<file path="src/rtl/mcpu_pkg.sv">
// Shared definitions for the mcpu fetch path: default widths, fetch FSM encoding, halt opcode.
// HALTED exists only when MCPU_FETCH_HALT_EN is defined.
package mcpu_pkg;

  localparam int WORD_SIZE_DEF  = 8;
  localparam int ADDR_WIDTH_DEF = 8;

  localparam logic [7:0] HALT_OPCODE = 8'hFF;

`ifdef MCPU_FETCH_HALT_EN
  typedef enum logic [1:0] {
    FETCH_OP  = 2'd0,
    FETCH_ARG = 2'd1,
    ISSUE     = 2'd2,
    HALTED    = 2'd3
  } fetch_state_e;
`else
  typedef enum logic [1:0] {
    FETCH_OP  = 2'd0,
    FETCH_ARG = 2'd1,
    ISSUE     = 2'd2
  } fetch_state_e;
`endif

endpackage

</file>
<file path="src/rtl/mcpu_pc_counter.sv">
// Program counter: reset value, branch load, and modulo-2^ADDR_WIDTH increment.
// A load wins over an increment; with neither, the pc holds.
module mcpu_pc_counter
  import mcpu_pkg::*;
#(
  parameter int                    ADDR_WIDTH = ADDR_WIDTH_DEF,
  parameter logic [ADDR_WIDTH-1:0] RESET_PC   = '0
) (
  input  logic                  clk,
  input  logic                  rst_n,
  input  logic                  load,
  input  logic [ADDR_WIDTH-1:0] load_addr,
  input  logic                  inc,
  output logic [ADDR_WIDTH-1:0] pc
);

  always_ff @(posedge clk or negedge rst_n) begin
    if (!rst_n) begin
      pc <= RESET_PC;
    end else if (load) begin
      pc <= load_addr;
    end else if (inc) begin
      pc <= pc + ADDR_WIDTH'(1);
    end
  end

endmodule

</file>
<file path="src/rtl/mcpu_fetch_unit.sv">
// Two-byte instruction fetch unit: reads opcode and operand through the instruction port,
// then presents them to decode. Optional halt support under MCPU_FETCH_HALT_EN.
module mcpu_fetch_unit
  import mcpu_pkg::*;
#(
  parameter int                    WORD_SIZE  = WORD_SIZE_DEF,
  parameter int                    ADDR_WIDTH = ADDR_WIDTH_DEF,
  parameter logic [ADDR_WIDTH-1:0] RESET_PC   = '0
) (
  input  logic                  clk,
  input  logic                  rst_n,
  output logic [ADDR_WIDTH-1:0] instraddr,
  input  logic [WORD_SIZE-1:0]  instrrd,
  input  logic                  branch_en,
  input  logic [ADDR_WIDTH-1:0] branch_addr,
  output logic                  instr_valid,
  input  logic                  instr_ready,
  output logic [WORD_SIZE-1:0]  opcode,
  output logic [WORD_SIZE-1:0]  operand,
  output logic [ADDR_WIDTH-1:0] instr_pc,
`ifdef MCPU_FETCH_HALT_EN
  output logic                  halted,
`endif
  output fetch_state_e          fsm_state
);

  // Handshake: instr_valid is high only in ISSUE and holds opcode/operand/instr_pc
  // stable; a transfer happens on any edge where instr_valid && instr_ready.
  // instr_ready outside ISSUE has no effect.

  fetch_state_e          state;
  logic [ADDR_WIDTH-1:0] pc;
  logic                  pc_load;
  logic                  pc_inc;
  logic                  handshake;

`ifdef MCPU_FETCH_HALT_EN
  assign pc_load = branch_en && (state != HALTED);
`else
  assign pc_load = branch_en;
`endif
  assign pc_inc    = (state == FETCH_OP) || (state == FETCH_ARG);
  assign handshake = instr_valid && instr_ready;
  assign instraddr = pc;
  assign fsm_state = state;

  mcpu_pc_counter #(
    .ADDR_WIDTH (ADDR_WIDTH),
    .RESET_PC   (RESET_PC)
  ) u_pc_counter (
    .clk       (clk),
    .rst_n     (rst_n),
    .load      (pc_load),
    .load_addr (branch_addr),
    .inc       (pc_inc),
    .pc        (pc)
  );

  always_ff @(posedge clk or negedge rst_n) begin
    if (!rst_n) begin
      state       <= FETCH_OP;
      opcode      <= '0;
      operand     <= '0;
      instr_pc    <= '0;
      instr_valid <= 1'b0;
`ifdef MCPU_FETCH_HALT_EN
      halted      <= 1'b0;
`endif
    end else if (pc_load) begin
      // Redirect: any partly fetched bytes are simply never issued.
      state       <= FETCH_OP;
      instr_valid <= 1'b0;
    end else begin
      case (state)
        FETCH_OP: begin
          opcode   <= instrrd;
          instr_pc <= pc;
          state    <= FETCH_ARG;
        end
        FETCH_ARG: begin
          operand     <= instrrd;
          instr_valid <= 1'b1;
          state       <= ISSUE;
        end
        ISSUE: begin
          if (handshake) begin
            instr_valid <= 1'b0;
`ifdef MCPU_FETCH_HALT_EN
            if (opcode == WORD_SIZE'(HALT_OPCODE)) begin
              halted <= 1'b1;
              state  <= HALTED;
            end else begin
              state  <= FETCH_OP;
            end
`else
            state <= FETCH_OP;
`endif
          end
        end
        default: begin
          // HALTED (when present) is only left through reset.
          instr_valid <= 1'b0;
        end
      endcase
    end
  end

endmodule

</file>
<file path="config.mk">
export PLATFORM = sky130hd
export DESIGN_NAME = mcpu_fetch_unit
export DESIGN_NICKNAME = d
export VERILOG_FILES = /design/src/rtl/mcpu_pkg.sv /design/src/rtl/mcpu_pc_counter.sv /design/src/rtl/mcpu_fetch_unit.sv
export SDC_FILE = /design/constraint.sdc
export NUM_CORES = 1
export LEC_CHECK = 0
export ABC_CLOCK_PERIOD_IN_PS = 1700
export CORE_MARGIN = 4
export CORE_UTILIZATION = 40
export CTS_CLUSTER_DIAMETER = 30
export DETAILED_ROUTE_END_ITERATION = 10
export GPL_TIMING_DRIVEN = 0
export PLACE_DENSITY = 0.8
export SYNTH_ARGS = -nofsm -noshare
export SYNTH_HDL_FRONTEND = slang
export SYNTH_SLANG_ARGS = --single-unit
</file>
<file path="constraint.sdc">
create_clock -name clk -period 1.7 [get_ports clk]
set_clock_uncertainty 0.15 [all_clocks]
set_input_delay 0.34 -clock clk [delete_from_list [all_inputs] [get_ports clk]]
set_output_delay 0.34 -clock clk [all_outputs]
set_load 0.01 [all_outputs]
</file>
* Word-level counts from Yosys, hierarchy flattened
Index checks and enable logic that the tools add are counted.
** Storage, ports and cells
- Register bits :: 35
- Input bits :: 20
- Output and inout port bits :: 35
- Logic and storage cells :: 29
** Cells by class
- $add $sub $neg :: 1
- Equal/unequal tests :: 4
- Multiplexer cells :: 8
- Bitwise gates (word level) :: 1
- Reduce and logical (&&, ||, !) cells :: 9
** Operator list (number)
- $mux 8 :: 2
- $add 8x1->8 const B :: 1
- $reduce_and 2->1 :: 4
- $pmux 2 s3 :: 1
- $mux 2 :: 2
- $reduce_bool 4->1 :: 1
- $ne 3x3->1 const B :: 1
- $pmux 1 s3 :: 1
- $eq 2x1->1 const B :: 1
- $eq 2x2->1 const B :: 1
- $logic_not 2->1 :: 1
- $mux 1 :: 2
- $ne 2x2->1 const B :: 1
- $reduce_bool 2->1 :: 1
- $logic_and 1x1->1 :: 1
- $logic_or 1x1->1 :: 1
- $not 1->1 :: 1

* Logic depth before layout (Yosys ltp)
Gate-level depths: netlist of the first run.
- Depth in word-level cells :: 4
- Gate-level depth with buffers :: 8
- Mapped depth without buffers :: 5

* By module
Synthesis of the first run repeated with hierarchy kept, for this count alone.
** Second synthesis, totals
- Cells, all modules :: 126
- Area total of the unflattened synthesis :: 1631.6 µm²
** By module, submodules not included
- mcpu_fetch_unit :: times used 1, cells each 77, area an instance 1181.1 µm², sequential area each 675.6 µm²
- mcpu_pc_counter :: times used 1, cells each 49, area an instance 450.4 µm², sequential area each 200.2 µm²

* Worst setup path before layout of the first run
No wires, ideal clock.
- Path type :: register to register
- Start point :: register state[0], in the netlist fsm_state[0]
- End point :: register instr_pc[5]
- Setup time :: 0.125 ns
- Arrival time :: 1.601 ns
- Data required time :: 1.425 ns
- Setup slack :: -0.176 ns
- Stages on the path, launching flop included :: 8
- Buffers on the path :: 3
- Path through :: dfrtp_1 inv_1 ha_1 buf_2 nand2b_1 buf_2 buf_2 mux2_2
** Between the ends
- Longest elaborated chain between the ends :: 2
** Ends and longest elaborated chain
- start: declaration :: RTL line mcpu_fetch_unit.sv:31 : fetch_state_e state;
- start signal: assignment :: RTL line mcpu_fetch_unit.sv:61 : state <= FETCH_OP;
- start signal: assignment :: RTL line mcpu_fetch_unit.sv:71 : state <= FETCH_OP;
- start signal: assignment :: RTL line mcpu_fetch_unit.sv:78 : state <= FETCH_ARG;
- $logic_not 2->1 :: RTL line mcpu_fetch_unit.sv:74 : case (state)
- $reduce_and 2->1 (no line)
- end signal: assignment :: RTL line mcpu_fetch_unit.sv:77 : instr_pc <= pc;
- end: declaration :: RTL line mcpu_fetch_unit.sv:20 : output logic [ADDR_WIDTH-1:0] instr_pc,
Every way passes these cells.
A chain may end at the register's enable or synchronous reset.

* Final worst setup path of the first run
- Start point :: register state[1], in the netlist fsm_state[1]
- End point :: register u_pc_counter.pc[5]
** Between the ends
- Longest elaborated chain between the ends :: 3
** Ends and longest elaborated chain
- $eq 2x1->1 / $logic_not 2->1 (equally long branches) :: RTL line mcpu_fetch_unit.sv:42 : assign pc_inc = (state == FETCH_OP) || (state == FETCH_ARG);
- $logic_or 1x1->1 * :: RTL line mcpu_fetch_unit.sv:42
- $reduce_bool 2->1 (no line) *
- end signal: assignment :: RTL line mcpu_pc_counter.sv:21 : pc <= load_addr;
- end signal: assignment :: RTL line mcpu_pc_counter.sv:23 : pc <= pc + ADDR_WIDTH'(1);
- end: declaration :: RTL line mcpu_pc_counter.sv:14 : output logic [ADDR_WIDTH-1:0] pc
Mark *: on every way between the ends. The rest lies on a longest branch, timed or not.

==> impl_metrics.tcl, run 1 <==
set metrics [dict create \
    outcome "finished, violations left" \
    violations "setup timing" \
    htree_num_levels 2 \
    worst-setup-path-type "reg -> reg" \
    max-vdd-ir-drop_mv 0.7259 \
    drc 0 \
    nNetsFinal 213 \
    power.total_mw 3.957 \
    finalCriticalPeriod_ps 1707 \
    cts_buffers 5 \
    synth_area_um2 1529 \
    cts_tree "yes" \
    ant_nets 0 \
    gp_congestion 0.8105 \
    crit_family "simple AND/OR/NAND/NOR gates" \
    max_freq_ghz 0.5860 \
    max-slew-margin-rel_pct 49.03 \
    crit_chain "inv_2 -> ha_4 -> buf_6 -> buf_6 -> o21ai_1 -> or4_1 -> nand3_1" \
    drive_gt1_share_pct 29.47 \
    min_path_type "reg -> reg" \
    crit_fanout 7 \
    max_cap_violations 0 \
    synth_cell_types 28 \
    slew_viol_final 0 \
    io_buffer_count 54 \
    hold_viol 0 \
    grt_max_degree 36 \
    synth_seq_cells 35 \
    fin_tns_setup_ps -6.522 \
    root_buffer "clkbuf_8" \
    ys.warnings.count 0 \
    yosys-top-cells-area "dfrtp_1 57%, mux2_2 18%, ha_1 3.3%" \
    worst-r2r-cell-count 7 \
    crit_slowest_cell "or4_1" \
    cp.arrival_ps 1780 \
    overflow 0 \
    place_hpwl_mm 2.596 \
    clk_latency_ps 290 \
    final_cell_mix "30 x dfrtp_1, 30 x clkdlybuf4s50_1, 24 x mux2_2" \
    grt.total_usage_pct 15.11 \
    clk_pin_slew_ps 70 \
    dr_total_vias 1219 \
    setup_slack_ps -6.522 \
    worstMarginPinSlew_ps 764.6 \
    grt_setup_unrepaired "true" \
    rows 22 \
    powerDensity_nw_per_um2 1678 \
    die_h_um 69.83 \
    antenna_found_initial 0 \
    cp_num_cells 7 \
    hold_depth 1 \
    seq_area_frac_synth_pct 57.28 \
    avgRoutedWirePerCell_um 15.24 \
    dieArea_um2 4876 \
    core_region_area_um2 3689 \
    area_growth_pct 54.26 \
    num_io_pins 55 \
    path_buf_inv 3 \
    fin_crit_sh_pct 100.4 \
    place_area_um2 2146 \
    finish.utilization_pct 63.94 \
    cpPeakStageDelay_ps 500 \
    grt_pass1_wl_mm 5.920 \
    p_leak_nw 1.115 \
    startpoint_type "register" \
    grt_pass1_vias 1305 \
    cts_sinks 35 \
    routed_wl_mm 3.628 \
    synth.net_count 144 \
    worst_setup_path_end_kind "register" \
    worstPathRequired_ps 1770 \
    clockBufferDepth 2 \
    synth_top_area_share_pct 57.28 \
    avgSynthCellArea_um2 12.74 \
    first_pass_iters 5 \
    synth_cells 120 \
    cpMostUsedCell "buf_6" \
    fillCellCount 321 \
    synth_area_leader_cell "dfrtp_1" \
    start_util_pct 41.45 \
    final_area_um2 2359 \
    antennaDiodeCount 0 \
    setup_viol 1 \
    dr.first_iter.drc_count 46 \
    hold_slack_ps 351.1 \
    die_w_um 69.83 \
    via_per_inst 5.122 \
]
## worst reg2reg max path: cells and delay by family (launching register included)
kind            cells  cell delay (ps)
simple gates        2              580
buf+inv             3              320
compound gates      1               60
flops               1              400
fa+ha+maj           1              130
## cell type report
| class | instances | area, um^2 | share of cell area (%) |
|---|---|---|---|
| Multi-Input combinational cell | 76 | 644.4 | 27.32 |
| Inverter | 4 | 16.27 | 0.6897 |
| Clock inverter | 2 | 12.51 | 0.5305 |
| Sequential cell | 35 | 882.1 | 37.40 |
| Buffer | 4 | 41.29 | 1.751 |
| Clock buffer | 6 | 72.57 | 3.077 |
| Tap cell | 48 | 60.06 | 2.546 |
| Timing Repair Buffer | 63 | 629.4 | 26.68 |
## metrics by stage
stage | worst slack, ps | cells
after floorplan | 2.317 | 120
after global placement | -537.6 | 222
after detailed placement | -390.1 | 222
after CTS | -1.931 | 236
after global routing | -62.74 | 238
final | -6.522 | 238
## logic make-up (layout without fill, tap and decap cells)
group | Yosys count | after routing | synth area share [%]
flops | 35 | 35 | 57.28
mux | 25 | 25 | 18.33
compound gates | 22 | 22 | 8.920
simple gates | 22 | 22 | 7.937
buf+inv | 9 | 79 | 2.536
fa+ha+maj | 4 | 4 | 3.273
xor+xnor | 3 | 3 | 1.719
## synth_stat cells
library cell and instances:
a211oi_1 1, a21bo_2 1, a21boi_0 1, a21oi_1 3, a31oi_1 2, buf_2 4, clkbuf_1 1, clkinv_1 1
dfrtp_1 35, ha_1 4, inv_1 3, mux2_2 24, mux2i_1 1, nand2_1 6, nand2_2 1, nand2b_1 1
nand3_1 3, nand3b_1 2, nand4_2 1, nor2_1 4, o2111ai_1 1, o211ai_1 3, o21ai_0 9, o31ai_1 1
or3_1 1, or4_1 3, xnor2_1 1, xor2_1 2
## power by group
group	total, mW	switching (mW)	internal, mW
Clock	0.569	0.284	0.286
Combinational	1.96	0.810	1.15
Sequential	1.43	0.223	1.20
Total	3.96	1.32	2.64
## routing by layer
layer  global-route usage, %  wire (um)  up-vias
li1                        -          -      568
met1                   15.65       1429      594
met2                   27.70       1872       52
met3                   6.232        283        5
met4                   4.255         43        0
met5                       0          0        -
## sequential cells by signal, summed over array words and instances (netlist names)
name and cells:
fsm_state 2, instr_pc 8, instr_valid 1, opcode 8
operand 8, u_pc_counter.pc 8
## path summary, 6_finish.rpt
path	endpoint	slack (ps)	start
max	u_pc_counter.pc[5]	-7	fsm_state[1]
min	instr_pc[5]	350	instr_pc[5]
max reg2reg	u_pc_counter.pc[5]	-7	fsm_state[1]
min reg2reg	instr_pc[5]	350	instr_pc[5]
max in group asynchronous	u_pc_counter.pc[1]	340	rst_n
min in group asynchronous	u_pc_counter.pc[4]	520	rst_n
## timing repair
item | 4_1_cts | 5_1_grt
resized for setup | 20 | 20
endpoints found under the setup margin | 30 | 34
endpoints found under the hold margin | 33 | 0
gates cloned | 0 | 0
hold buffers | 1 | 0
pin swaps | 3 | 2
buffers inserted | 6 | 2
Power figures use the tool's default switching activity.
==> run 2: changes to the inputs <==
- ABC_CLOCK_PERIOD_IN_PS: 1700 -> 1400
- clock period: 1.7 -> 1.4 ns (I/O delays scaled with it)
==> run 2 against run 1 <==
Net effect:
- the flow still finishes with violations (setup timing)
- final cell count rose by 12%
- routed wire length rose by 26%
- sequential power rose by 26%
- critical endpoint is now u_pc_counter.pc[7]
- largest power group unchanged
==> impl_metrics.tcl, run 2 (synthesized netlist as in run 1, its figures left out) <==
set metrics [dict create \
    outcome "finished, violations left" \
    violations "setup timing" \
    clk_latency_ps 290 \
    worst-setup-path-type "reg -> reg" \
    cp-endpoint "u_pc_counter.pc[7]" \
    startpoint_type "register" \
    root_buffer "clkbuf_8" \
    gp_congestion 0.7428 \
    cts_buffers 5 \
    final_cell_mix "29 x dfrtp_1, 28 x clkdlybuf4s15_1, 27 x buf_4" \
    dieArea_um2 4876 \
    overflow 0 \
    io_buffer_count 54 \
    fin_tns_setup_ps -7733 \
    worstPathRequired_ps 1470 \
    core_region_area_um2 3689 \
    die_w_um 69.83 \
    cp.arrival_ps 1830 \
    die_h_um 69.83 \
    cts_tree "yes" \
    drc 0 \
    first_pass_iters 4 \
    avgRoutedWirePerCell_um 17.14 \
    place_hpwl_mm 2.629 \
    antenna_found_initial 0 \
    drive_gt1_share_pct 50.46 \
    rows 22 \
    crit_path_start "fsm_state[1]" \
    antennaDiodeCount 0 \
    grt_pass1_vias 1462 \
    nNetsFinal 242 \
    grt_setup_unrepaired "true" \
    max_cap_violations 0 \
    rrSetupSlack_ps -360 \
    r2r-start "fsm_state[1]" \
    setup_slack_ps -360.4 \
    htree_num_levels 2 \
    grt_pass1_wl_mm 7.058 \
    area_growth_pct 83.55 \
    clk_pin_slew_ps 70 \
    worst-r2r-cell-count 5 \
    hold_slack_ps 342.3 \
    max-slew-margin-rel_pct 67.58 \
    grt.total_usage_pct 18.48 \
    min_path_type "in -> reg" \
    max-vdd-ir-drop_mv 1.231 \
    ant_nets 0 \
    r2r-end "u_pc_counter.pc[7]" \
    dr.first_iter.drc_count 36 \
    cts_sinks 35 \
    grt_max_degree 36 \
    p_leak_nw 1.284 \
    mostFrequentLayoutCell "dfrtp_1" \
    slew_viol_final 0 \
    dr_total_vias 1362 \
    crit_fanout 4 \
    finalCriticalPeriod_ps 1760 \
    powerDensity_nw_per_um2 2154 \
    start_util_pct 41.45 \
    worst_setup_path_end_kind "register" \
    worstMarginPinSlew_ps 486.3 \
    routed_wl_mm 4.560 \
    fin_crit_sh_pct 125.7 \
    max_freq_ghz 0.5680 \
    setup_viol 37 \
    clockBufferDepth 2 \
    num_io_pins 55 \
    via_per_inst 5.120 \
    hold_viol 0 \
]
==> run 2: worst min-delay path by stage <==
| stage | start | to | cells after the start |
|---|---|---|---|
| detailed placement | rst_n | opcode[1] | 1 |
| finish | branch_en | u_pc_counter.pc[0] | 2 |
| floorplan | rst_n | fsm_state[0] | 0 |
| global route | instr_pc[6] | instr_pc[6] | 2 |
| global placement | instr_pc[6] | instr_pc[6] | 2 |
| CTS | instr_pc[6] | instr_pc[6] | 2 |
==> run 2: metrics by stage <==
step                power (mW)  instances  util (%)  cell area, um^2  worst slack, ps
finish                   6.046        266     76.09             2806           -360.4
global route             6.370        266     76.09             2806           -420.3
CTS                      5.425        254     70.08             2585           -266.8
detailed placement       4.101        222     58.68             2165           -611.4
global placement         3.994        222     58.82             2170           -792.6
floorplan                2.891        120         -             1569           -276.3
==> run 2: area by class of cell <==
class / count / area [um^2]
Tap cell: 48 / 60.06
Sequential cell: 35 / 883.3
Multi-Input combinational cell: 76 / 855.8
Clock inverter: 1 / 5.005
Fill cell: 243 / 882.1
Inverter: 4 / 20.02
Timing Repair Buffer: 94 / 880.8
Clock buffer: 6 / 82.58
Buffer: 2 / 18.77
==> run 2: worst max-delay path, stage by stage (launching register included) <==
cell and delay (ps):
dfrtp_1 400, inv_2 110, ha_4 150, o211ai_1 170, or4_1 530, a31oi_1 170
==> run 2: what timing repair did <==
action | CTS | global route
setup buffers | 24 | 14
setup endpoints to repair | 69 | 96
pin swaps | 7 | 11
endpoints found under the hold margin | 35 | 0
resized for setup | 110 | 55
hold buffers | 1 | 0
gates cloned | 1 | 0
==> run 2: routing by layer <==
metal / GRT usage, % / vias up / wire [um]
met2: 31.58 / 57 / 2327
met1: 21.90 / 672 / 1835
met5: 0 / - / 0
met3: 5.652 / 10 / 298
li1: - / 623 / -
met4: 6.383 / 0 / 99
==> run 2: report_power, final <==
part | total [mW] | internal (mW) | switching (mW)
combinational | 3.50 | 2.12 | 1.38
sequential | 1.80 | 1.47 | 0.332
clock | 0.744 | 0.386 | 0.358
